<file path="config.mk">
export PLATFORM = sky130hd
export DESIGN_NAME = fetch_stage_flat
export DESIGN_NICKNAME = d
export VERILOG_FILES = /design/src/rtl/mips_pkg.sv /design/src/rtl/fetch_stage_if.sv /design/src/rtl/fetch_fifo.sv /design/src/rtl/fetch_stage.sv /design/src/flat_wrapper.sv
export SDC_FILE = /design/constraint.sdc
export NUM_CORES = 1
export LEC_CHECK = 0
export BUFFER_PORTS_ARGS = -buffer_cell sky130_fd_sc_hd__buf_2
export CAP_MARGIN = 20
export CORE_ASPECT_RATIO = 0.5
export CORE_MARGIN = 4
export CORE_UTILIZATION = 55
export DETAILED_ROUTE_END_ITERATION = 10
export GPL_ROUTABILITY_DRIVEN = 0
export PLACE_DENSITY_LB_ADDON = 0.2
export SETUP_SLACK_MARGIN = 0.2
export SYNTH_ARGS = -nofsm -noshare
export SYNTH_HDL_FRONTEND = slang
export SYNTH_SLANG_ARGS = --single-unit
</file>
<file path="constraint.sdc">
create_clock -name clk -period 4.55 [get_ports clk]
set_input_delay 0.91 -clock clk [delete_from_list [all_inputs] [get_ports clk]]
set_output_delay 0.91 -clock clk [all_outputs]
set_load 0.01 [all_outputs]
</file>
<file path="src/rtl/mips_pkg.sv">
// Shared MIPS pipeline definitions used by the fetch stage.
package mips_pkg;

   // Encoding of sll $0,$0,0: the bubble placed in the decode register.
   localparam logic [31:0] NOP_INSTR        = 32'h0000_0000;
   localparam logic [31:0] RESET_PC_DEFAULT = 32'h0000_0000;

   // One fetched instruction together with the PC+4 of its address.
   typedef struct packed {
      logic [31:0] instr;
      logic [31:0] pcplus4;
   } fetch_entry_t;

endpackage

</file>
<file path="src/rtl/fetch_stage_if.sv">
// Instruction-memory request/response bus between fetch and the imem.
interface fetch_stage_if;

   logic        imem_req;
   logic [31:0] imem_addr;
   logic        imem_gnt;
   logic        imem_rvalid;
   logic [31:0] imem_rdata;

   // Fetch side issues requests and consumes in-order responses.
   modport master (
      output imem_req,
      output imem_addr,
      input  imem_gnt,
      input  imem_rvalid,
      input  imem_rdata
   );

   // Memory side accepts requests and returns responses.
   modport slave (
      input  imem_req,
      input  imem_addr,
      output imem_gnt,
      output imem_rvalid,
      output imem_rdata
   );

endinterface

</file>
<file path="src/rtl/fetch_fifo.sv">
// Small synchronous FIFO with clear; DEPTH must be a power of two.
module fetch_fifo #(
   parameter int WIDTH = 32,
   parameter int DEPTH = 2
) (
   input  logic                   clk,
   input  logic                   reset,
   input  logic                   clear,
   input  logic                   push,
   input  logic [WIDTH-1:0]       pushData,
   input  logic                   pop,
   output logic [WIDTH-1:0]       headData,
   output logic [$clog2(DEPTH):0] count,
   output logic                   empty
);

   localparam int PW = $clog2(DEPTH);
   localparam int CW = PW + 1;
   localparam logic [CW-1:0] FULL_COUNT = CW'(DEPTH);

   logic [WIDTH-1:0] mem [DEPTH];
   logic [PW-1:0]    rdPtr;
   logic [PW-1:0]    wrPtr;
   logic             doPush;
   logic             doPop;

   // Clear takes priority over any push or pop in the same cycle.
   assign empty    = (count == '0);
   assign doPush   = push && !clear && (count != FULL_COUNT);
   assign doPop    = pop && !clear && !empty;
   assign headData = mem[rdPtr];

   // Pointer and occupancy bookkeeping; pointers wrap naturally.
   // NOTE: state registers use non-blocking assignments so every flop samples pre-edge values.
   always_ff @(posedge clk or negedge reset) begin
      if (!reset) begin
         rdPtr <= '0;
         wrPtr <= '0;
         count <= '0;
      end else if (clear) begin
         rdPtr <= '0;
         wrPtr <= '0;
         count <= '0;
      end else begin
         if (doPush) wrPtr <= wrPtr + PW'(1);
         if (doPop)  rdPtr <= rdPtr + PW'(1);
         count <= count + CW'(doPush) - CW'(doPop);
      end
   end

   // Entry storage.
   // NOTE: storage is not reset; an entry is only read after it has been written, so a reset would only cost flops.
   always_ff @(posedge clk) begin
      if (doPush) mem[wrPtr] <= pushData;
   end

endmodule

</file>
<file path="src/rtl/fetch_stage.sv">
// Instruction fetch stage plus IF/ID register.
// Build option: define FETCH_BYPASS_EN to let a response load the decode
// register directly when the instruction buffer is empty.
module fetch_stage
   import mips_pkg::*;
#(
   parameter logic [31:0] RESET_PC = RESET_PC_DEFAULT,
   parameter int          DEPTH    = 2
) (
   input  logic                clk,
   input  logic                reset,
   input  logic                stallD,
   input  logic                flushD,
   input  logic                pcsrcD,
   input  logic [31:0]         pcbranchD,
   input  logic                jumpD,
   input  logic [31:0]         pcjumpD,
   fetch_stage_if.master       imem,
   output logic [31:0]         instrD,
   output logic [31:0]         pcplus4D,
   output logic                validD
);

   localparam int CW = $clog2(DEPTH) + 1;
   localparam logic [CW:0] SUM_LIMIT = (CW + 1)'(DEPTH);

   logic [31:0]   pc;
   logic [CW-1:0] dropCnt;
   logic [CW-1:0] tagCount;     // requests granted but not yet answered
   logic          tagEmpty;
   logic [31:0]   tagHead;      // PC+4 belonging to the oldest in-flight request
   logic [CW-1:0] bufCount;
   logic          bufEmpty;
   fetch_entry_t  bufHead;
   fetch_entry_t  rspEntry;
   logic          reqFire;
   logic          rspFire;
   logic          rspKeep;
   logic          bypassTake;
   logic          redirect;
   logic          bufPop;
   logic [CW-1:0] outstandingNext;

   // Throttle so every granted request is guaranteed a buffer slot.
   assign imem.imem_req  = reset && (({1'b0, bufCount} + {1'b0, tagCount}) < SUM_LIMIT);
   assign imem.imem_addr = pc;

   assign reqFire  = imem.imem_req && imem.imem_gnt;
   // A response with nothing in flight is a protocol error and is ignored.
   assign rspFire  = imem.imem_rvalid && !tagEmpty;
   assign rspKeep  = rspFire && (dropCnt == '0);
   assign redirect = (pcsrcD || jumpD) && !stallD;
   assign bufPop   = !stallD && !flushD && !bufEmpty;
   assign rspEntry = '{instr: imem.imem_rdata, pcplus4: tagHead};

   assign outstandingNext = tagCount + CW'(reqFire) - CW'(rspFire);

`ifdef FETCH_BYPASS_EN
   assign bypassTake = rspKeep && bufEmpty && !stallD && !flushD;
`else
   assign bypassTake = 1'b0;
`endif

   fetch_fifo #(.WIDTH(32), .DEPTH(DEPTH)) u_tagFifo (
      .clk      (clk),
      .reset    (reset),
      .clear    (1'b0),
      .push     (reqFire),
      .pushData (pc + 32'd4),
      .pop      (rspFire),
      .headData (tagHead),
      .count    (tagCount),
      .empty    (tagEmpty)
   );

   fetch_fifo #(.WIDTH($bits(fetch_entry_t)), .DEPTH(DEPTH)) u_instrBuf (
      .clk      (clk),
      .reset    (reset),
      .clear    (redirect),
      .push     (rspKeep && !bypassTake),
      .pushData (rspEntry),
      .pop      (bufPop),
      .headData (bufHead),
      .count    (bufCount),
      .empty    (bufEmpty)
   );

   // PC advance/redirect and the count of stale responses still to discard.
   always_ff @(posedge clk or negedge reset) begin
      if (!reset) begin
         pc      <= RESET_PC;
         dropCnt <= '0;
      end else if (redirect) begin
         pc      <= jumpD ? pcjumpD : pcbranchD;
         dropCnt <= outstandingNext;
      end else begin
         if (reqFire) pc <= pc + 32'd4;
         if (rspFire && (dropCnt != '0)) dropCnt <= dropCnt - CW'(1);
      end
   end

   // IF/ID register: flush wins over stall, otherwise pop, bypass or bubble.
   always_ff @(posedge clk or negedge reset) begin
      if (!reset) begin
         instrD   <= NOP_INSTR;
         pcplus4D <= '0;
         validD   <= 1'b0;
      end else if (flushD) begin
         instrD   <= NOP_INSTR;
         pcplus4D <= '0;
         validD   <= 1'b0;
      end else if (!stallD) begin
         if (!bufEmpty) begin
            instrD   <= bufHead.instr;
            pcplus4D <= bufHead.pcplus4;
            validD   <= 1'b1;
         end else if (bypassTake) begin
            instrD   <= rspEntry.instr;
            pcplus4D <= rspEntry.pcplus4;
            validD   <= 1'b1;
         end else begin
            instrD   <= NOP_INSTR;
            pcplus4D <= '0;
            validD   <= 1'b0;
         end
      end
   end

   // Flag responses that arrive with no request in flight.
   always_ff @(posedge clk) begin
      if (reset && imem.imem_rvalid)
         assert (!tagEmpty) else $error("fetch_stage: imem_rvalid with no outstanding request");
   end

endmodule

</file>
<file path="src/flat_wrapper.sv">
// flat-port wrapper written by rule: the top's interface ports become plain ports
module fetch_stage_flat import mips_pkg::*;
#(
   parameter logic [31:0] RESET_PC = RESET_PC_DEFAULT,
   parameter int          DEPTH    = 2
)
  (clk, reset, stallD, flushD, pcsrcD, pcbranchD, jumpD, pcjumpD, instrD, pcplus4D, validD, imem_imem_req, imem_imem_addr, imem_imem_gnt, imem_imem_rvalid, imem_imem_rdata);
  fetch_stage_if imem_i ();
  input  logic clk;
  input  logic reset;
  input  logic stallD;
  input  logic flushD;
  input  logic pcsrcD;
  input  logic [31:0] pcbranchD;
  input  logic jumpD;
  input  logic [31:0] pcjumpD;
  output logic [31:0] instrD;
  output logic [31:0] pcplus4D;
  output logic validD;
  output wire logic [$bits(imem_i.imem_req)-1:0] imem_imem_req;
  output wire logic [$bits(imem_i.imem_addr)-1:0] imem_imem_addr;
  input wire logic [$bits(imem_i.imem_gnt)-1:0] imem_imem_gnt;
  input wire logic [$bits(imem_i.imem_rvalid)-1:0] imem_imem_rvalid;
  input wire logic [$bits(imem_i.imem_rdata)-1:0] imem_imem_rdata;
  assign imem_imem_req = imem_i.imem_req;
  assign imem_imem_addr = imem_i.imem_addr;
  assign imem_i.imem_gnt = imem_imem_gnt;
  assign imem_i.imem_rvalid = imem_imem_rvalid;
  assign imem_i.imem_rdata = imem_imem_rdata;
  fetch_stage #(.RESET_PC(RESET_PC), .DEPTH(DEPTH)) u_core (.clk(clk), .reset(reset), .stallD(stallD), .flushD(flushD), .pcsrcD(pcsrcD), .pcbranchD(pcbranchD), .jumpD(jumpD), .pcjumpD(pcjumpD), .imem(imem_i), .instrD(instrD), .pcplus4D(pcplus4D), .validD(validD));
endmodule
</file>
* Yosys cells after proc, flatten, opt, wreduce, memory -nomap -nowiden *
Memories as Yosys holds them, arrays and structs flattened.
Index checks and enable logic that the tools add are counted.
W data, S select, Z words.

cells by class
  eq/ne operators = 3
  $mul = 0
  add/sub/neg operators = 13
  shift-type cells = 0
  $lt $le $gt $ge = 1
  reduce and logical (&&, ||, !) cells = 28
  bitwise operators = 0
  divide/modulo/power cells = 0
  muxes and demuxes = 23

operator list
  cell                     count
  $mux W32                 9
  $add A32 B3 Y32 const B  1
  $logic_and A1 B1 Y1      14
  $mux W1                  11
  $reduce_bool A2 Y1       5
  $add A2 B1 Y2            3
  $logic_not A2 Y1         3
  $mux W2                  3
  $sub A2 B1 Y2            3
  $logic_not A1 Y1         5
  $add A1 B1 Y1 const B    4
  $ne A2 B2 Y1 const B     2
  $add A2 B2 Y3            1
  $lt A3 B2 Y1 const B     1
  $ne A2 B1 Y1 const B     1
  $sub A2 B1 Y2 const B    1
  $logic_or A1 B1 Y1       1

word-level totals
  latch bits = 0
  bits of input ports = 104
  RAM bits = 192
  output and inout port bits = 98
  bits in read-only memories = 0
  memories = 2
  flip-flop bits (word level) = 107

memory list
  name                   depth  width  rd ports  clocked after Yosys merged registers in  wr ports  line              source
  u_core.u_instrBuf.mem  2      64     1         0                                        1         fetch_fifo.sv:21  logic [WIDTH-1:0] mem [DEPTH];
  u_core.u_tagFifo.mem   2      32     1         0                                        1         fetch_fifo.sv:21

* Depth between registers and ports, before layout *
Gate-level depths: netlist of run 1.

  depth after elaboration = 9
  depth in mapped cells = 12
  depth with buffers taken out = 10

* By module *
From an unflattened synthesis of run 1, not the netlist that was laid out.

second synthesis, totals
  cell total of the unflattened synthesis = 835
  area total of the unflattened synthesis = 12806.0 µm²

by module, submodules not included
  module                          instances  cells an instance  area each (µm²)  sequential area each (µm²)
  fetch_stage                     1          488                5071.1           2477.4
  fetch_fifo (u_core.u_instrBuf)  1          223                5048.6           3943.8
  fetch_fifo (u_core.u_tagFifo)   1          124                2686.3           2021.9

* Worst setup path before layout of run 1 *
OpenSTA, ideal clock, no wires.

  path kind = input port to flip-flop
  from = input port pcsrcD
  to = memory u_core.u_instrBuf.mem[0][0] (netlist name) (enable)
  arrival time = 4457 ps
  path buffers = 1
  stages = 4
  slack = -394 ps
  path through = o21bai_1 > clkbuf_1 > o2111ai_1 > nor2_1

on the way
  longest elaborated chain between the ends = 7

ends and longest elaborated chain
  element                           line                source
  start: declaration                flat_wrapper.sv:13  input logic pcsrcD;
  $logic_or A1 B1 Y1                fetch_stage.sv:52   assign redirect = (pcsrcD || jumpD) && !stallD;
  $logic_and A1 B1 Y1               fetch_stage.sv:52
  $logic_not A1 Y1                  fetch_fifo.sv:29    assign doPush = push && !clear && (count != FULL_COUNT);
  $logic_and A1 B1 Y1 (2 in a row)  fetch_fifo.sv:29
  $mux W1                           fetch_fifo.sv:54    if (doPush) mem[wrPtr] <= pushData;
  $mux W1 (implied by the code)     fetch_fifo.sv:54
  end: declaration                  fetch_fifo.sv:21

No other way between the ends.

* Worst setup path after layout of run 1 *
  from = register u_core.u_instrBuf.count[0]
  to = output port imem_imem_req

on the way
  longest elaborated chain between the ends = 3

ends and longest elaborated chain
  element                   line                source
  start: declaration        fetch_fifo.sv:13    output logic [$clog2(DEPTH):0] count,
  start signal: assignment  fetch_fifo.sv:47    count <= count + CW'(doPush) - CW'(doPop);
  $add A2 B2 Y3             fetch_stage.sv:45   assign imem.imem_req = reset && (({1'b0, bufCount} + {1'b0, tagCount}) < SUM_LIMIT);
  $lt A3 B2 Y1              fetch_stage.sv:45
  $logic_and A1 B1 Y1       fetch_stage.sv:45
  end: declaration          flat_wrapper.sv:20  output wire logic [$bits(imem_i.imem_req)-1:0] imem_imem_req;

No other way between the ends.

==> impl_metrics.tcl, run 1 <==
set metrics [dict create \
    cts_tree "built" \
    min_path_type "input pin to asynchronous set/reset pin" \
    cts_setup_buffers 0 \
    dieWidth_um 220 \
    yosysSeqAreaShare_pct 68.1 \
    synth_edf_count 192 \
    cts_sinks 299 \
    cts_root_buffer "clkbuf_16" \
    drt_iter0_markers 709 \
    cts_resized 0 \
    grt-ovfl-total 0 \
    total_power_w 0.00695 \
    postCtsHoldBufs 0 \
    cp.arrival_ns 2.05 \
    yosysWarnings 0 \
    clk_pin_slew_worst_paths_ns 0.07 \
    maxCapViolCount 0 \
    grtUsageTotal_pct 21.3 \
    cts_buffers 26 \
    required_ns 3.64 \
    grt_max_degree 70 \
    post-route-period-util_pct 65.0 \
    syn-instance-count 911 \
    core_area_um2 21900 \
    synth_top_cell_by_area "edfxtp_1" \
    outcome "complete, no violations" \
    nNetsFinal 1211 \
    power_density_nw_per_um2 476 \
    async_reset_ff_share_pct 35.8 \
    finalSetupViolCount 0 \
    ir_drop_v 0.000261 \
    grt_first_pass_wirelength_mm 42.3 \
    synth.most_common_cell "edfxtp_1" \
    syn_area_per_cell_um2 13.6 \
    synth_nets 1024 \
    hold_viol 0 \
    wl_per_cell_um 18.9 \
    finalCriticalPeriod_ns 2.96 \
    fmax_ghz 0.338 \
    dpl.hpwl_mm 18.1 \
    core.rowCount 38 \
    grtUsageMet1_pct 33.0 \
    fillers 1579 \
    netlist_area_um2 12400 \
    rsz0062_at_grt "false" \
    dr_total_vias 7923 \
    clock_latency_ns 0.52 \
    synthTopCellsByArea "edfxtp_1 47%, dfrtp_1 22%, mux2i_1 5.9%" \
    crit_fanout 4 \
    grt_pass1_vias 7773 \
    gr-max-usage-layer "met1" \
    fin_util_pct 66.6 \
    drc_errors 0 \
    power_leakage_nw 5.62 \
    layout-drive-gt1-share_pct 27.8 \
    diodes 0 \
    finalMaxSlewViolations 0 \
    clock_skew_ns 0.0125 \
    use_met3_pct 3.26 \
    initial_core_util_pct 56.5 \
    synth_ff_type "edfxtp_1" \
    synth.distinct_cells 51 \
    cts_buffer_depth 3 \
    yosysTopAreaCellShare_pct 46.5 \
    die_h_um 114 \
    drtAntennaViolNets 0 \
    tightest_slew_ns 0.985 \
    drt_wl_total_mm 26.8 \
    portBuffers 201 \
    critPathKind "flip-flop to output pin" \
    synthToLayoutAreaGrowth_pct 17.7 \
    fin_hold_ws_ns 0.365 \
    crit_path_end_kind "output pin" \
    critPathLaunchType "flip-flop" \
    grt_util_met2_pct 32.6 \
    stdcell_count 1418 \
    antenna_found_initial 0 \
    io_pins 202 \
    synthTopCellsByCount "192 x edfxtp_1, 107 x dfrtp_1, 95 x nand2_1" \
    tns_ns 0 \
    h-tree-depth 1 \
    via_per_inst 5.59 \
    slew_headroom_pct 33.8 \
    die-area_um2 25100 \
    dp_cells 1370 \
    drt_pass1_iterations 5 \
    ys_ff_latch 299 \
]
-- through the flow --
step	instance area [µm²]	worst slack [ns]
finish	14600	1.59
global route	14600	1.46
CTS	14600	1.56
detailed placement	13700	1.32
global placement	13700	1.38
floorplan	12400	-0.394
-- cells in the final DEF (no fill, tap or decap), types with 13 or more instances in the layout --
cell / n
o21ai_0: 79
a211oi_1: 22
nor2_1: 21
edfxtp_1: 192
nor2b_1: 22
dfrtp_1: 106
mux2i_1: 73
nand3_1: 22
xnor2_1: 35
nand2_1: 95
inv_1: 13
a21oi_1: 13
mux2_2: 32
buf_2: 200
buf_4: 15
clkbuf_16: 27
nand4_1: 16
a31oi_1: 15
-- worst max-delay path: stages, from the launching register on --
cell and delay (ns):
dfrtp_1 0.44, and2_1 0.20, fa_1 0.48, nor3b_1 0.23
buf_2 0.17
-- area by class of cell --
class | count | area (µm²) | area share [%]
Clock buffer | 33 | 738 | 5.06
Sequential cell | 299 | 8450 | 57.9
Clock inverter | 15 | 151 | 1.04
Timing Repair Buffer | 215 | 1110 | 7.63
Tap cell | 300 | 375 | 2.57
Inverter | 14 | 55.1 | 0.377
Multi-Input combinational cell | 542 | 3710 | 25.4
-- state kept, by name, indices dropped and copies added, names as in the netlist --
| name | cells |
|---|---|
| u_core.u_instrBuf.count | 2 |
| u_core.imem.imem_addr | 32 |
| u_core.u_instrBuf.wrPtr | 1 |
| u_core.u_instrBuf.mem | 128 |
| u_core.u_tagFifo.rdPtr | 1 |
| u_core.dropCnt | 2 |
| u_core.validD | 1 |
| u_core.pcplus4D | 32 |
| u_core.u_tagFifo.mem | 64 |
| u_core.u_instrBuf.rdPtr | 1 |
| u_core.instrD | 32 |
| u_core.u_tagFifo.count | 2 |
| u_core.u_tagFifo.wrPtr | 1 |
-- routing by layer --
layer / vias up / wire length [µm] / part of all wire, %
met5: - / 0 / 0
met2: 289 / 12000 / 45
met4: 0 / 401 / 1.5
met1: 3852 / 12500 / 47
met3: 30 / 1940 / 7.2
li1: 3752 / - / -
-- final timing paths --
kind	startpoint	end	slack (ns)	cells after the start
setup reg to reg	u_core.u_instrBuf.count[0]	u_core.imem.imem_addr[31]	1.63	8
hold reg to reg	u_core.instrD[9]	u_core.instrD[9]	0.47	2
setup / recovery	u_core.u_instrBuf.count[0]	imem_imem_req	1.59	4
hold / removal	reset	u_core.imem.imem_addr[5]	0.37	1
max in group asynchronous	reset	u_core.u_instrBuf.rdPtr	2.81	2
min in group clk	u_core.instrD[9]	u_core.instrD[9]	0.47	2
-- logic make-up (layout without fill, tap and decap cells) --
logic type	count (synthesis)	in the layout	share of synthesized area, %
AOI/OAI and AO/OA	150	150	7.14
xor gates and xnor gates	46	46	3.25
adders and majority gates	9	9	0.969
buffers and inverters	70	277	2.37
DFF	299	299	68.1
muxes	105	105	8.80
and+or+nand+nor	232	232	9.35
-- power by group --
group	total [W]	switching, W	internal [W]
logic	0.00117	0.000692	0.000482
clock network	0.00227	0.000948	0.00132
registers	0.00351	0.000217	0.00329
(Power assumes the default switching activity.)
==> inputs of run 2 (changes only) <==
CORE_UTILIZATION = 51   (was 55)
clock period = 2.55 ns   (was 4.55 ns; I/O delays follow)
==> impl_metrics.tcl, run 2 (synthesis gave the netlist of run 1 again) <==
set metrics [dict create \
    critPathLaunchType "flip-flop" \
    violations "setup timing" \
    via_per_inst 5.61 \
    io_pins 202 \
    fillers 1709 \
    dr_total_vias 8202 \
    post-route-period-util_pct 105 \
    die-area_um2 27000 \
    drtAntennaViolNets 0 \
    maxCapViolCount 0 \
    cts_sinks 299 \
    required_ns 3.00 \
    cp_top_family "simple AND/OR/NAND/NOR gates" \
    total_power_w 0.0130 \
    drt_pass1_iterations 5 \
    rsz0062_at_grt "true" \
    critPathKind "flip-flop to flip-flop" \
    power_density_nw_per_um2 845 \
    finalMaxSlewViolations 0 \
    largest_reg_flops 128 \
    slew_headroom_pct 35.3 \
    top_register "u_core.u_instrBuf.mem" \
    crit_fanout 5 \
    dpl.hpwl_mm 18.8 \
    register_area_um2 8450 \
    r2r_cells 8 \
    outcome "complete, but fails checks" \
    power_leakage_nw 5.95 \
    cp.depth 8 \
    drt_iter0_markers 625 \
    cp.arrival_ns 3.12 \
    initial_core_util_pct 53.1 \
    grt-ovfl-total 0 \
    diodes 0 \
    slowest_delay_ns 0.48 \
    critPathSlowestCell "fa_1" \
    layout_common_cells "200 x buf_2, 192 x edfxtp_1, 104 x dfrtp_1, 95 x nand2_1" \
    postCtsHoldBufs 0 \
    crit_path_end_kind "flip-flop" \
    core_area_um2 23300 \
    clock_latency_ns 0.53 \
    finalSetupViolCount 75 \
    ir_drop_v 0.000479 \
    cts_buffers 26 \
    reg.largest.list "u_core.u_instrBuf.mem (128), u_core.u_tagFifo.mem (64)" \
    antenna_found_initial 0 \
    cts_root_buffer "clkbuf_16" \
    wl_per_cell_um 19.9 \
    synthToLayoutAreaGrowth_pct 24.2 \
    clock_skew_ns 0.0135 \
    drc_errors 0 \
    grt_pass1_vias 8114 \
    fmax_ghz 0.374 \
    place_worst_setup_slack_ns -0.109 \
    min_path_type "input pin to asynchronous set/reset pin" \
    layout-drive-gt1-share_pct 32.6 \
    grt_max_degree 70 \
    cts_tree "built" \
    tightest_slew_ns 0.971 \
    cts_buffer_depth 3 \
    path_cells "and2_4 -> fa_1 -> nor4bb_2 -> buf_4 -> inv_4 -> or4_4 -> or4_4 -> a31oi_1" \
    grtUsageTotal_pct 21.0 \
    ff2ff_setup_slack_ns -0.12 \
    setup_slack_ns -0.121 \
    final_common_cell "buf_2" \
    hold_viol 0 \
    place_area_um2 14000 \
    nNetsFinal 1248 \
    h-tree-depth 1 \
    grt_first_pass_wirelength_mm 45.5 \
    core.rowCount 39 \
    dieWidth_um 228 \
    portBuffers 201 \
    crit_top_cell "or4_4" \
    final_area_um2 15400 \
    crit_buf_inv 2 \
    finalCriticalPeriod_ns 2.67 \
    drt_wl_total_mm 29.1 \
    multi_input_area_um2 3980 \
    die_h_um 118 \
    clk_pin_slew_worst_paths_ns 0.07 \
]
## run 2: cell types whose count changed in the layout (fill, tap and decap cells not counted), sizes merged
cell / previous run / this run
buf: 215 / 249
bufinv: 3 / 4
clkinv: 11 / 12
clkinvlp: 1 / 0
inv: 14 / 15
or4: 7 / 8
## run 2: what timing repair did
action,4_1_cts,5_1_grt
buffers inserted,9,3
gates resized for setup,34,23
cloned,3,2
pin swaps,23,26
endpoints found under the setup margin,86,99
## run 2: where the power goes
group / switching (W) / total, W / internal, W
Combinational: 0.00146 / 0.00264 / 0.00119
Clock: 0.00172 / 0.00410 / 0.00238
Sequential: 0.000387 / 0.00626 / 0.00588
Total: 0.00356 / 0.0130 / 0.00945
## run 2: final timing paths
path                                             from                            to
hold / removal                                  reset      u_core.imem.imem_addr[2]
setup reg to reg           u_core.u_instrBuf.count[0]     u_core.imem.imem_addr[28]
min in group clk                   imem_imem_rdata[1]  u_core.u_instrBuf.mem[0][33]
max in group asynchronous                       reset              u_core.instrD[2]
hold reg to reg                   u_core.pcplus4D[11]           u_core.pcplus4D[11]
setup / recovery           u_core.u_instrBuf.count[0]     u_core.imem.imem_addr[28]
## run 2: final cells by class
type | instances | area share, %
flip-flops and latches | 299 | 54.9
clock buffers | 31 | 4.55
repair buffers | 251 | 10.6
inverters | 14 | 0.358
clock inverters | 17 | 1.28
well taps | 307 | 2.50
multi-input cells | 543 | 25.9
## run 2: through the flow
stage	cells	TNS (ns)	utilization (%)	hold WS, ns
2_1_floorplan	911	-4.96	-	0.214
3_3_place_gp	1397	-0.100	60.1	0.456
3_5_place_dp	1397	-0.320	60.1	0.465
4_1_cts	1457	-3.66	65.1	0.0552
5_1_grt	1462	-10.88	66.0	0.0884
6_report	1462	-4.55	66.0	0.0494
## run 2: routing by layer
metal  wire [µm]  global-route usage (%)
met5           0                       0
met4         689                    5.46
met3        2050                    3.70
met2       13100                    32.1
met1       13200                    31.6
==> inputs of run 3 (changes only) <==
ABC_AREA = 1   (was default)
==> impl_metrics.tcl, run 3 <==
set metrics [dict create \
    outcome "complete, no violations" \
    pwr-share-seq_pct 46.2 \
    ir_drop_v 0.000527 \
    crit_fanout 2 \
    cts_buffers 27 \
    h-tree-depth 1 \
    fmax_ghz 0.417 \
    yosysTopAreaCellShare_pct 45.4 \
    synth_nets 1263 \
    antenna_found_initial 0 \
    synth.distinct_cells 34 \
    slowest_delay_ns 0.45 \
    dpl.hpwl_mm 19.5 \
    finalSetupViolCount 0 \
    dieWidth_um 231 \
    drt_pass1_iterations 6 \
    setup_slack_ns 0.149 \
    grt_pass1_vias 8649 \
    critPathLaunchType "flip-flop" \
    layout-drive-gt1-share_pct 21.7 \
    die_h_um 120 \
    post-route-period-util_pct 94.1 \
    yosysWarnings 0 \
    yosysSeqAreaShare_pct 66.5 \
    cts_root_buffer "clkbuf_16" \
    synth_top_cell_by_area "edfxtp_1" \
    final_common_cell "nand2_1" \
    clock_latency_ns 0.54 \
    async_reset_ff_share_pct 35.8 \
    reg.largest.list "u_core.u_instrBuf.mem (128), u_core.u_tagFifo.mem (64)" \
    portBuffers 201 \
    p_sw_w 0.00486 \
    p_int_w 0.0100 \
    min_path_type "input pin to asynchronous set/reset pin" \
    layout_common_cells "319 x nand2_1, 200 x buf_2, 192 x edfxtp_1, 123 x nand3_1, 103 x dfrtp_1" \
    path_cells "nand2_1 -> inv_1 -> fa_1 -> nor3b_2 -> buf_2" \
    finalCriticalPeriod_ns 2.40 \
    tightest_slew_ns 0.958 \
    top_register "u_core.u_instrBuf.mem" \
    clk_pin_slew_worst_paths_ns 0.07 \
    core.rowCount 40 \
    synth_edf_count 192 \
    drt_wl_total_mm 29.8 \
    nNetsFinal 1455 \
    critPathKind "flip-flop to output pin" \
    tns_ns 0 \
    largest_reg_flops 128 \
    hold_viol 0 \
    via_per_inst 5.22 \
    grt_first_pass_wirelength_mm 47.1 \
    p_sw_share_pct 32.7 \
    initial_core_util_pct 52.4 \
    diodes 0 \
    slew_headroom_pct 36.1 \
    cts_buffer_depth 3 \
    power_density_nw_per_um2 984 \
    synth_ff_type "edfxtp_1" \
    synthTopCellsByArea "edfxtp_1 45%, dfrtp_1 21%, nand2_1 9.4%" \
    drc_errors 0 \
    combinationalPowerShare_pct 25.5 \
    p_clk_share_pct 28.3 \
    synthTopCellsByCount "319 x nand2_1, 192 x edfxtp_1, 123 x nand3_1" \
    crit_path_end_kind "output pin" \
    syn_area_per_cell_um2 11.0 \
    synth.most_common_cell "nand2_1" \
    cp.depth 5 \
    cp.arrival_ns 1.89 \
    clock_skew_ns 0.0110 \
    grtUsageTotal_pct 21.4 \
    dr_total_vias 8867 \
    required_ns 2.04 \
    core_area_um2 24200 \
    finalMaxSlewViolations 0 \
    synthToLayoutAreaGrowth_pct 19.0 \
    postCtsHoldBufs 0 \
    r2r_cells 11 \
    grt_max_degree 108 \
    netlist_area_um2 12700 \
    drtAntennaViolNets 0 \
    die-area_um2 27600 \
    crit_buf_inv 2 \
    cts_tree "built" \
    maxCapViolCount 0 \
    critPathSlowestCell "fa_1" \
    grt-ovfl-total 0 \
    drt_iter0_markers 839 \
    cts_sinks 299 \
    ys_ff_latch 299 \
    place_worst_setup_slack_ns 0.226 \
    syn-instance-count 1150 \
    cp_top_family "adder cells" \
    io_pins 202 \
    power_leakage_nw 6.49 \
    rsz0062_at_grt "true" \
    fin_util_pct 62.4 \
    wl_per_cell_um 17.5 \
]
[run 3: cells by family (layout without fill, tap and decap cells)]
| logic type | after synthesis | in the layout | synth area share [%] |
|---|---|---|---|
| AOI/OAI and AO/OA | 110 | 110 | 4.66 |
| adders and majority gates | 9 | 9 | 0.946 |
| buffers and inverters | 126 | 339 | 4.14 |
| and+or+nand+nor | 526 | 526 | 17.6 |
| muxes | 66 | 66 | 5.20 |
| xor gates and xnor gates | 14 | 14 | 0.966 |
| DFF | 299 | 299 | 66.5 |
[run 3: layer usage]
layer  global-route usage, %  share of wire, %
met2                    33.4                46
met1                    32.0                46
met4                    3.90               1.5
met3                    4.01               6.9
met5                       0                 0
[run 3: area by class of cell]
| cell class | instances | area [µm²] |
|---|---|---|
| fillers | 2000 | 9120 |
| flip-flops and latches | 299 | 8450 |
| multi-input cells | 725 | 3780 |
| repair buffers | 221 | 1280 |
| clock buffers | 33 | 698 |
| well taps | 336 | 420 |
| inverters | 68 | 255 |
| clock inverters | 17 | 218 |
[run 3: final timing paths]
check | startpoint | end | slack, ns
max reg2reg | u_core.u_instrBuf.count[0] | u_core.u_tagFifo.count[1] | 0.25
max in group asynchronous | reset | u_core.instrD[10] | 2.00
min reg2reg | u_core.imem.imem_addr[1] | u_core.u_tagFifo.mem[1][1] | 0.51
min in group clk | imem_imem_rdata[31] | u_core.u_instrBuf.mem[0][63] | 0.16
min | reset | u_core.imem.imem_addr[4] | 0.06
max | u_core.u_instrBuf.count[0] | imem_imem_req | 0.15
[run 3: what timing repair did]
item                       4_1_cts  5_1_grt
buffers inserted                 2        1
resized for setup                3        0
pin swaps                        1        2
setup endpoints to repair        2       46
gates cloned                     0        1
hold endpoints to repair         0        0
[run 3: power groups by stage]
stage	Combinational (W)	Clock [W]	Sequential, W
after floorplan	0.00220	0	0.00695
after global placement	0.00359	0	0.00692
after detailed placement	0.00371	0	0.00696
after CTS	0.00377	0.00430	0.00685
after global routing	0.00421	0.00454	0.00695
final	0.00379	0.00421	0.00686
[run 3: through the flow]
stage | cells | area (µm²) | power, W | hold WS (ns)
final | 1699 | 15100 | 0.0149 | 0.0571
after CTS | 1697 | 15100 | 0.0149 | 0.0815
after floorplan | 1150 | 12800 | 0.00915 | 0.214
after global placement | 1645 | 14100 | 0.0105 | 0.489
after detailed placement | 1645 | 14100 | 0.0107 | 0.498
after global routing | 1699 | 15100 | 0.0157 | 0.0921
[run 3: worst reg2reg max path: stages, from the launching register on]
cell and delay, ns:
dfrtp_2 0.41, nand2_1 0.06, inv_1 0.05, fa_1 0.45
nor3b_2 0.21, nand2_1 0.14, a21oi_2 0.17, inv_2 0.09
ha_1 0.28, inv_1 0.04, ha_1 0.18, xnor2_1 0.12
